File: src/rtl/clmulctrl_pkg.sv
// Shared BMU definitions: carry-less multiply function encodings.
package clmulctrl_pkg;

    localparam logic [1:0] CLMUL  = 2'b00;
    localparam logic [1:0] CLMULH = 2'b01;
    localparam logic [1:0] CLMULR = 2'b10;

endpackage

File: src/rtl/clmulstep.sv
// One carry-less multiply slice: XOR of (xs << k) over the set bits k of a STEP-bit multiplier slice.
module clmulstep #(
    parameter int unsigned WIDTH = 32,
    parameter int unsigned STEP  = 8
) (
    input  logic [2*WIDTH-1:0] xs,
    input  logic [STEP-1:0]    ys,
    output logic [2*WIDTH-1:0] prod
);

    always_comb begin
        prod = '0;
        for (int k = 0; k < STEP; k++) begin
            if (ys[k]) begin
                prod = prod ^ (xs << k);
            end
        end
    end

endmodule

File: src/rtl/clmulctrl.sv
// Iterative carry-less multiplier (clmul/clmulh/clmulr) consuming STEP multiplier bits per cycle,
// with valid/ready handshakes on both sides and a flush input.
module clmulctrl #(
    parameter int unsigned WIDTH = 32,
    parameter int unsigned STEP  = 8
) (
    input  logic             clk,
    input  logic             reset,
    input  logic             ValidIn,
    output logic             ReadyOut,
    input  logic [WIDTH-1:0] X,
    input  logic [WIDTH-1:0] Y,
    input  logic [1:0]       Funct,
    input  logic             Flush,
    output logic             ValidOut,
    input  logic             ReadyIn,
    output logic [WIDTH-1:0] Result,
    output logic             Busy
);
    import clmulctrl_pkg::*;

    if ((WIDTH != 32 && WIDTH != 64) || STEP == 0 || (WIDTH % STEP) != 0) begin : gen_bad_params
        $error("clmulctrl: illegal WIDTH/STEP combination");
    end

    localparam int unsigned NSTEPS = WIDTH / STEP;
    localparam int unsigned CNTW   = (NSTEPS > 1) ? $clog2(NSTEPS) : 1;
    localparam logic [CNTW-1:0] CNT_LOAD = CNTW'(NSTEPS - 1);

    typedef enum logic [1:0] {StIdle, StRun, StDone} state_t;

    state_t               state_q, state_d;
    logic                 accept;
    logic [2*WIDTH-1:0]   xs_q, acc_q, prod;
    logic [WIDTH-1:0]     ys_q;
    logic [1:0]           funct_q;
    logic [CNTW-1:0]      cnt_q;

    clmulstep #(
        .WIDTH (WIDTH),
        .STEP  (STEP)
    ) u_step (
        .xs   (xs_q),
        .ys   (ys_q[STEP-1:0]),
        .prod (prod)
    );

    assign accept = ValidIn & ReadyOut & ~Flush;

    always_ff @(posedge clk) begin
        if (reset) begin
            state_q <= StIdle;
        end else begin
            state_q <= state_d;
        end
    end

    always_comb begin
        state_d = state_q;
        if (Flush) begin
            state_d = StIdle;
        end else begin
            case (state_q)
                StIdle:  if (accept) state_d = StRun;
                StRun:   if (cnt_q == '0) state_d = StDone;
                StDone:  if (ReadyIn) state_d = accept ? StRun : StIdle;
                default: state_d = StIdle;
            endcase
        end
    end

    always_comb begin
        ReadyOut = (state_q == StIdle) | ((state_q == StDone) & ReadyIn);
        Busy     = (state_q == StRun);
        ValidOut = (state_q == StDone);
        Result   = '0;
        if (state_q == StDone) begin
            case (funct_q)
                CLMULH:  Result = acc_q[2*WIDTH-1:WIDTH];
                CLMULR:  Result = acc_q[2*WIDTH-2:WIDTH-1];
                default: Result = acc_q[WIDTH-1:0]; // CLMUL and reserved 2'b11
            endcase
        end
    end

    always_ff @(posedge clk) begin
        if (reset) begin
            xs_q    <= '0;
            ys_q    <= '0;
            funct_q <= CLMUL;
            acc_q   <= '0;
            cnt_q   <= '0;
        end else if (Flush) begin
            acc_q <= '0;
            cnt_q <= '0;
        end else if (accept) begin
            xs_q    <= {{WIDTH{1'b0}}, X};
            ys_q    <= Y;
            funct_q <= Funct;
            acc_q   <= '0;
            cnt_q   <= CNT_LOAD;
        end else if (state_q == StRun) begin
            acc_q <= acc_q ^ prod;
            xs_q  <= xs_q << STEP;
            ys_q  <= ys_q >> STEP;
            cnt_q <= cnt_q - 1'b1;
        end
    end

endmodule

File: config.mk
export PLATFORM = sky130hd
export DESIGN_NAME = clmulctrl
export DESIGN_NICKNAME = d
export VERILOG_FILES = /design/src/rtl/clmulctrl_pkg.sv /design/src/rtl/clmulstep.sv /design/src/rtl/clmulctrl.sv
export SDC_FILE = /design/constraint.sdc
export NUM_CORES = 1
export LEC_CHECK = 0
export BUFFER_PORTS_ARGS = -buffer_cell sky130_fd_sc_hd__buf_2
export CORE_MARGIN = 8
export CORE_UTILIZATION = 60
export CTS_CLUSTER_DIAMETER = 80
export CTS_CLUSTER_SIZE = 30
export DETAILED_ROUTE_END_ITERATION = 10
export PLACE_DENSITY_LB_ADDON = 0.1
export SYNTH_ARGS = -nofsm -noshare
export SYNTH_HDL_FRONTEND = slang
export SYNTH_SLANG_ARGS = --single-unit
export TNS_END_PERCENT = 20
File: constraint.sdc
create_clock -name clk -period 2.4 [get_ports clk]
set_input_delay 0 -clock clk [delete_from_list [all_inputs] [get_ports clk]]
set_output_delay 0 -clock clk [all_outputs]
set_load 0.01 [all_outputs]
---- Word level (Yosys, flattened, before mapping) ----
Index checks and enable logic that the tools add are counted.
word-level totals
  bits in registers ....................... 166
  logic and storage cells ................. 56
  input port bits ......................... 71
  output and inout bits ................... 35
operators by class
  eq/ne operators ......................... 7
  reductions and logical operators ........ 8
  muxes and demuxes ....................... 21
  bitwise logic cells ..................... 13
  add/subtract/negate cells ............... 1
operator list
  operator                                                                 count
  64-bit two-way mux                                                       10
  64-bit XOR                                                               8
  32-bit two-way mux                                                       3
  32-bit one-hot mux with 2 select lines                                   1
  2-bit two-way mux                                                        5
  2-bit one-hot mux with 3 select lines                                    1
  2-bit by 1-bit equality test with 1-bit output, second input constant    2
  2-bit equality test, second input constant                               2
  2-bit logical NOT                                                        2
  2-bit by 1-bit inequality test with 1-bit output, second input constant  2
  2-bit AND reduction                                                      2
  1-bit AND                                                                3
  3-bit AND reduction                                                      1
  3-bit OR reduction                                                       1
  2-bit inequality test, second input constant                             1
  2-bit nonzero test                                                       1
  2-bit OR reduction                                                       1
  2-bit by 1-bit subtractor with 2-bit output, second input constant       1
  1-bit two-way mux                                                        1
  1-bit NOT                                                                1
  1-bit OR                                                                 1

---- Logic depth before layout (Yosys ltp) ----
  word-level depth ........................ 16
  mapped depth ............................ 9
  mapped depth without buffers ............ 6

---- Hierarchy ----
A second synthesis with hierarchy kept.
unflattened totals
  cells, all modules ...................... 1925
  area, all modules ....................... 13631.8 um^2
modules (own cells, without submodules)
  module     area each (um^2)  cells an instance  instances
  clmulctrl  7588.5            910                1
  clmulstep  6043.3            1015               1

---- Least setup slack after synthesis ----
No wires, ideal clock.
  path kind ............................... register to register
  start point ............................. register state_q[1]
  end point ............................... register ys_q[10]
  buffers on the path ..................... 3
  data arrival time ....................... 1.602 ns
  period minus slack after synthesis ...... 1.749 ns
  required time ........................... 2.253 ns
  library setup time ...................... 0.147 ns
  slack ................................... 0.651 ns
  stages on the path, launching flop included .. 9
  cell sequence ........................... dfxtp_1 -> nor2b_1 -> or3b_1 -> buf_2 -> or2_1 -> buf_4 -> buf_2 -> nor2_1 -> a311oi_2
between the ends
  word-level cells in the longest chain between the ends .. 7
ends and longest elaborated chain
  item                                  line              text
  from (decl)                           clmulctrl.sv:32   state_t state_q, state_d;
  from (signal assigned)                clmulctrl.sv:52   state_q <= StIdle;
  from (signal assigned)                clmulctrl.sv:54   state_q <= state_d;
  2-bit equality test                   clmulctrl.sv:73   ReadyOut = (state_q == StIdle) | ((state_q == StDone) & ReadyIn);
  1-bit AND                             clmulctrl.sv:73
  1-bit OR                              clmulctrl.sv:73
  1-bit AND (2 in series)               clmulctrl.sv:48   assign accept = ValidIn & ReadyOut & ~Flush;
  2-bit nonzero test (no source line)   n/a
  2-bit AND reduction (no source line)  n/a
  to (signal assigned)                  clmulctrl.sv:105  ys_q <= ys_q >> STEP;
  to (decl)                             clmulctrl.sv:35   logic [WIDTH-1:0] ys_q;
Parallel ways exist; a longest one is shown, timed or not.
A chain may end at the register's enable or synchronous reset.

---- Worst setup path in the final report ----
  start point ............................. register funct_q[1]
  end point ............................... output Result[18]
between the ends
  word-level cells in the longest chain between the ends .. 3
ends and longest elaborated chain
  item                                                                                          line             text
  from (decl)                                                                                   clmulctrl.sv:36  logic [1:0] funct_q;
  from (signal assigned)                                                                        clmulctrl.sv:99  funct_q <= Funct;
  2-bit equality test / 2-bit by 1-bit equality test with 1-bit output (equally long branches)  clmulctrl.sv:78  case (funct_q)
  32-bit one-hot mux with 2 select lines (*)                                                    clmulctrl.sv:78
  32-bit two-way mux (*)                                                                        clmulctrl.sv:77  if (state_q == StDone) begin
  to (decl)                                                                                     clmulctrl.sv:17  output logic [WIDTH-1:0] Result,
Every way passes the cells marked *; elsewhere a longest branch is shown, timed or not.

==> flow_metrics.py <==
metrics = {
    "critical_path": {
        "path_cells": "ha_2 -> a22oi_1 -> nor2_1 -> a21oi_1 -> nor2_1 -> buf_2",
        "max_stage_delay_ps": 610,
        "end_kind": "output port",
        "crit_arrival_ps": 2220,
        "slowest_stage": "ha_2",
        "critPathMaxFanout": 32,
        "path_common_cell": "nor2_1",
        "required_ps": 2400,
        "crit_type": "reg2out",
        "worst_setup_path_start_kind": "flop",
    },
    "floorplanning": {
        "die_area_um2": 27300,
        "die_w_um": 165,
        "initial_core_util": 0.611,
        "std_cell_rows": 54,
        "die-height_um": 165,
        "ios": 106,
        "core-area_um2": 21900,
    },
    "global_route": {
        "overflow": 0,
        "grt_pass1_vias": 11800,
        "grt_pass1_wl_um": 63100,
        "antenna_found_initial": 1,
        "grt.total_usage": 0.287,
        "grt_max_degree": 126,
    },
    "clocking": {
        "clock-sinks": 166,
        "cts_tree": "built",
        "cts.clk_slew.worst_paths_ps": 70,
        "cts_buffers": 17,
        "clock_latency_ps": 440,
        "htreeDepth": 4,
        "cts_max_path_buffers": 2,
        "root_buffer": "clkbuf_16",
    },
    "sta": {
        "rsz0062_at_grt": "no",
        "finalMaxSlewViolations": 0,
        "period_minus_slack_ps": 2220,
        "hold_viol": 0,
        "setup_viol_count_final": 0,
        "fmax_mhz": 450,
        "hold_ws_ps": 140,
        "worstMarginPinSlew_ps": 1250,
        "period_share": 0.925,
        "tns_ps": 0,
        "fin_skew_ps": 14.7,
        "max-slew-margin-rel": 0.164,
    },
    "final_layout": {
        "layout-area-overhead-vs-synth_pct": 11.9,
        "fin_nets": 2030,
        "final_cell_mix": "605 x nand2_1, 308 x xnor2_1, 164 x a21oi_1",
        "final_common_cell": "nand2_1",
        "drive_gt1_frac": 0.108,
        "fin_area_um2": 15000,
        "fill_cells": 1883,
    },
    "drt": {
        "avgRoutedWirePerCell_um": 17.5,
        "wl_um": 39300,
        "route.detailed.drc": 0,
        "ant_nets": 0,
        "drt_iter0_drc": 1425,
        "vias": 12900,
        "vias_per_cell": 5.72,
        "dr.pass1.iters": 5,
    },
    "placed_design": {
        "place_congestion": 0.885,
        "dp_hpwl_um": 24900,
        "portBuffers": 105,
        "placed_cell_area_um2": 13700,
    },
    "power": {
        "ir_worst_vdd_mv": 0.565,
        "p_per_area_nw_per_um2": 448,
        "p_leak_nw": 4.24,
    },
    "logic_synthesis": {
        "yosys_warnings": 0,
        "synth_cells": 1931,
        "avgSynthCellArea_um2": 6.93,
        "ys_seq_area_frac": 0.248,
        "synth_nets": 2005,
        "synth-seq-cells": 166,
        "synth.distinct_cells": 28,
        "syn_area_um2": 13400,
    },
    "run": {
        "maxCapViolations": 0,
    },
    "status": {
        "status": "finished, final reports clean",
    },
    "worst_hold_path": {
        "hp-class": "in2reg",
    },
}
-- synthesized netlist by cell type (all sizes together) --
cell	count	area (um^2)
nor2b	1	6.26
a21boi	2	15.0
nor2	102	388
buf	102	618
clkbuf	91	342
nand3	39	195
inv	5	18.8
or3b	1	8.76
xnor2	308	2700
a311oi	26	390
dfxtp	166	3320
nand2	615	2330
or2	1	6.26
a22oi	57	428
xor2	115	1010
and2	1	6.26
a21oi	164	821
nor3	1	5.00
or3	62	388
clkinv	1	3.75
nand2b	4	25.0
o21ai	64	320
ha	3	37.5
-- metal layers --
layer | GRT usage | wire, um
met5 | 0 | 0
met4 | 0.0775 | 806
met1 | 0.402 | 17300
met2 | 0.441 | 17500
met3 | 0.0555 | 3680
-- metrics by stage --
stage	std cells	worst slack (ps)	total power [mW]	utilization
6_report	2250	179	6.71	0.684
5_1_grt	2250	7.09	6.94	0.684
4_1_cts	2249	230	6.70	0.684
3_5_place_dp	2148	247	3.96	0.626
3_3_place_gp	2148	363	3.96	0.626
2_1_floorplan	1931	651	3.68	-
-- where the power goes --
part / internal, mW / switching [mW] / total, mW
combinational: 0.406 / 0.638 / 1.04
clock: 1.38 / 1.31 / 2.69
sequential: 2.83 / 0.150 / 2.98
-- worst max-delay path, delay by kind of cell (launching register included) --
family	cells	cell delay, ps
fa+ha+maj	1	610
simple gates	2	320
compound gates	2	250
buf+inv	1	140
flops	1	450
-- worst paths after layout --
check                           from                    end  slack, ps  cells after the start
max          funct_q[1]$_SDFFE_PP0P_             Result[18]        180                      6
max reg2reg  state_q[1]$_SDFFE_PP0P_   xs_q[9]$_SDFFE_PP0P_        190                      6
min                          ValidIn  cnt_q[0]$_SDFFE_PP0N_        140                      3
min reg2reg    ys_q[17]$_SDFFE_PP0P_  ys_q[17]$_SDFFE_PP0P_        460                      2
-- layout make-up --
class / count / area, um^2 / share of cell area
Multi-Input combinational cell: 1566 / 9100 / 0.608
Sequential cell: 166 / 3330 / 0.223
Timing Repair Buffer: 199 / 1590 / 0.106
Clock buffer: 18 / 429 / 0.0287
Tap cell: 280 / 350 / 0.0234
Clock inverter: 14 / 139 / 0.00927
Inverter: 6 / 22.5 / 0.00150
Antenna cell: 1 / 2.50 / 0.000167
-- kinds of logic after synthesis --
kind of cell,count (synthesis),synth area share
adders and majority gates,3,0.00281
xor gates and xnor gates,423,0.277
DFF,166,0.248
buffers and inverters,199,0.0734
and+or+nand+nor,827,0.251
AOI/OAI and AO/OA,313,0.148
-- what timing repair did --
item | CTS | global route
gates resized for setup | 1 | 0
setup endpoints to repair | 12 | 0
hold buffers | 69 | 0
setup buffers | 0 | 0
hold endpoints to repair | 70 | 0
-- sequential cells by signal, summed over array words and instances, names as in the netlist --
signal	count
cnt_q	2
xs_q	64
state_q	2
funct_q	2
acc_q	64
ys_q	32
Note: power is estimated with default switching activity, not from simulation.
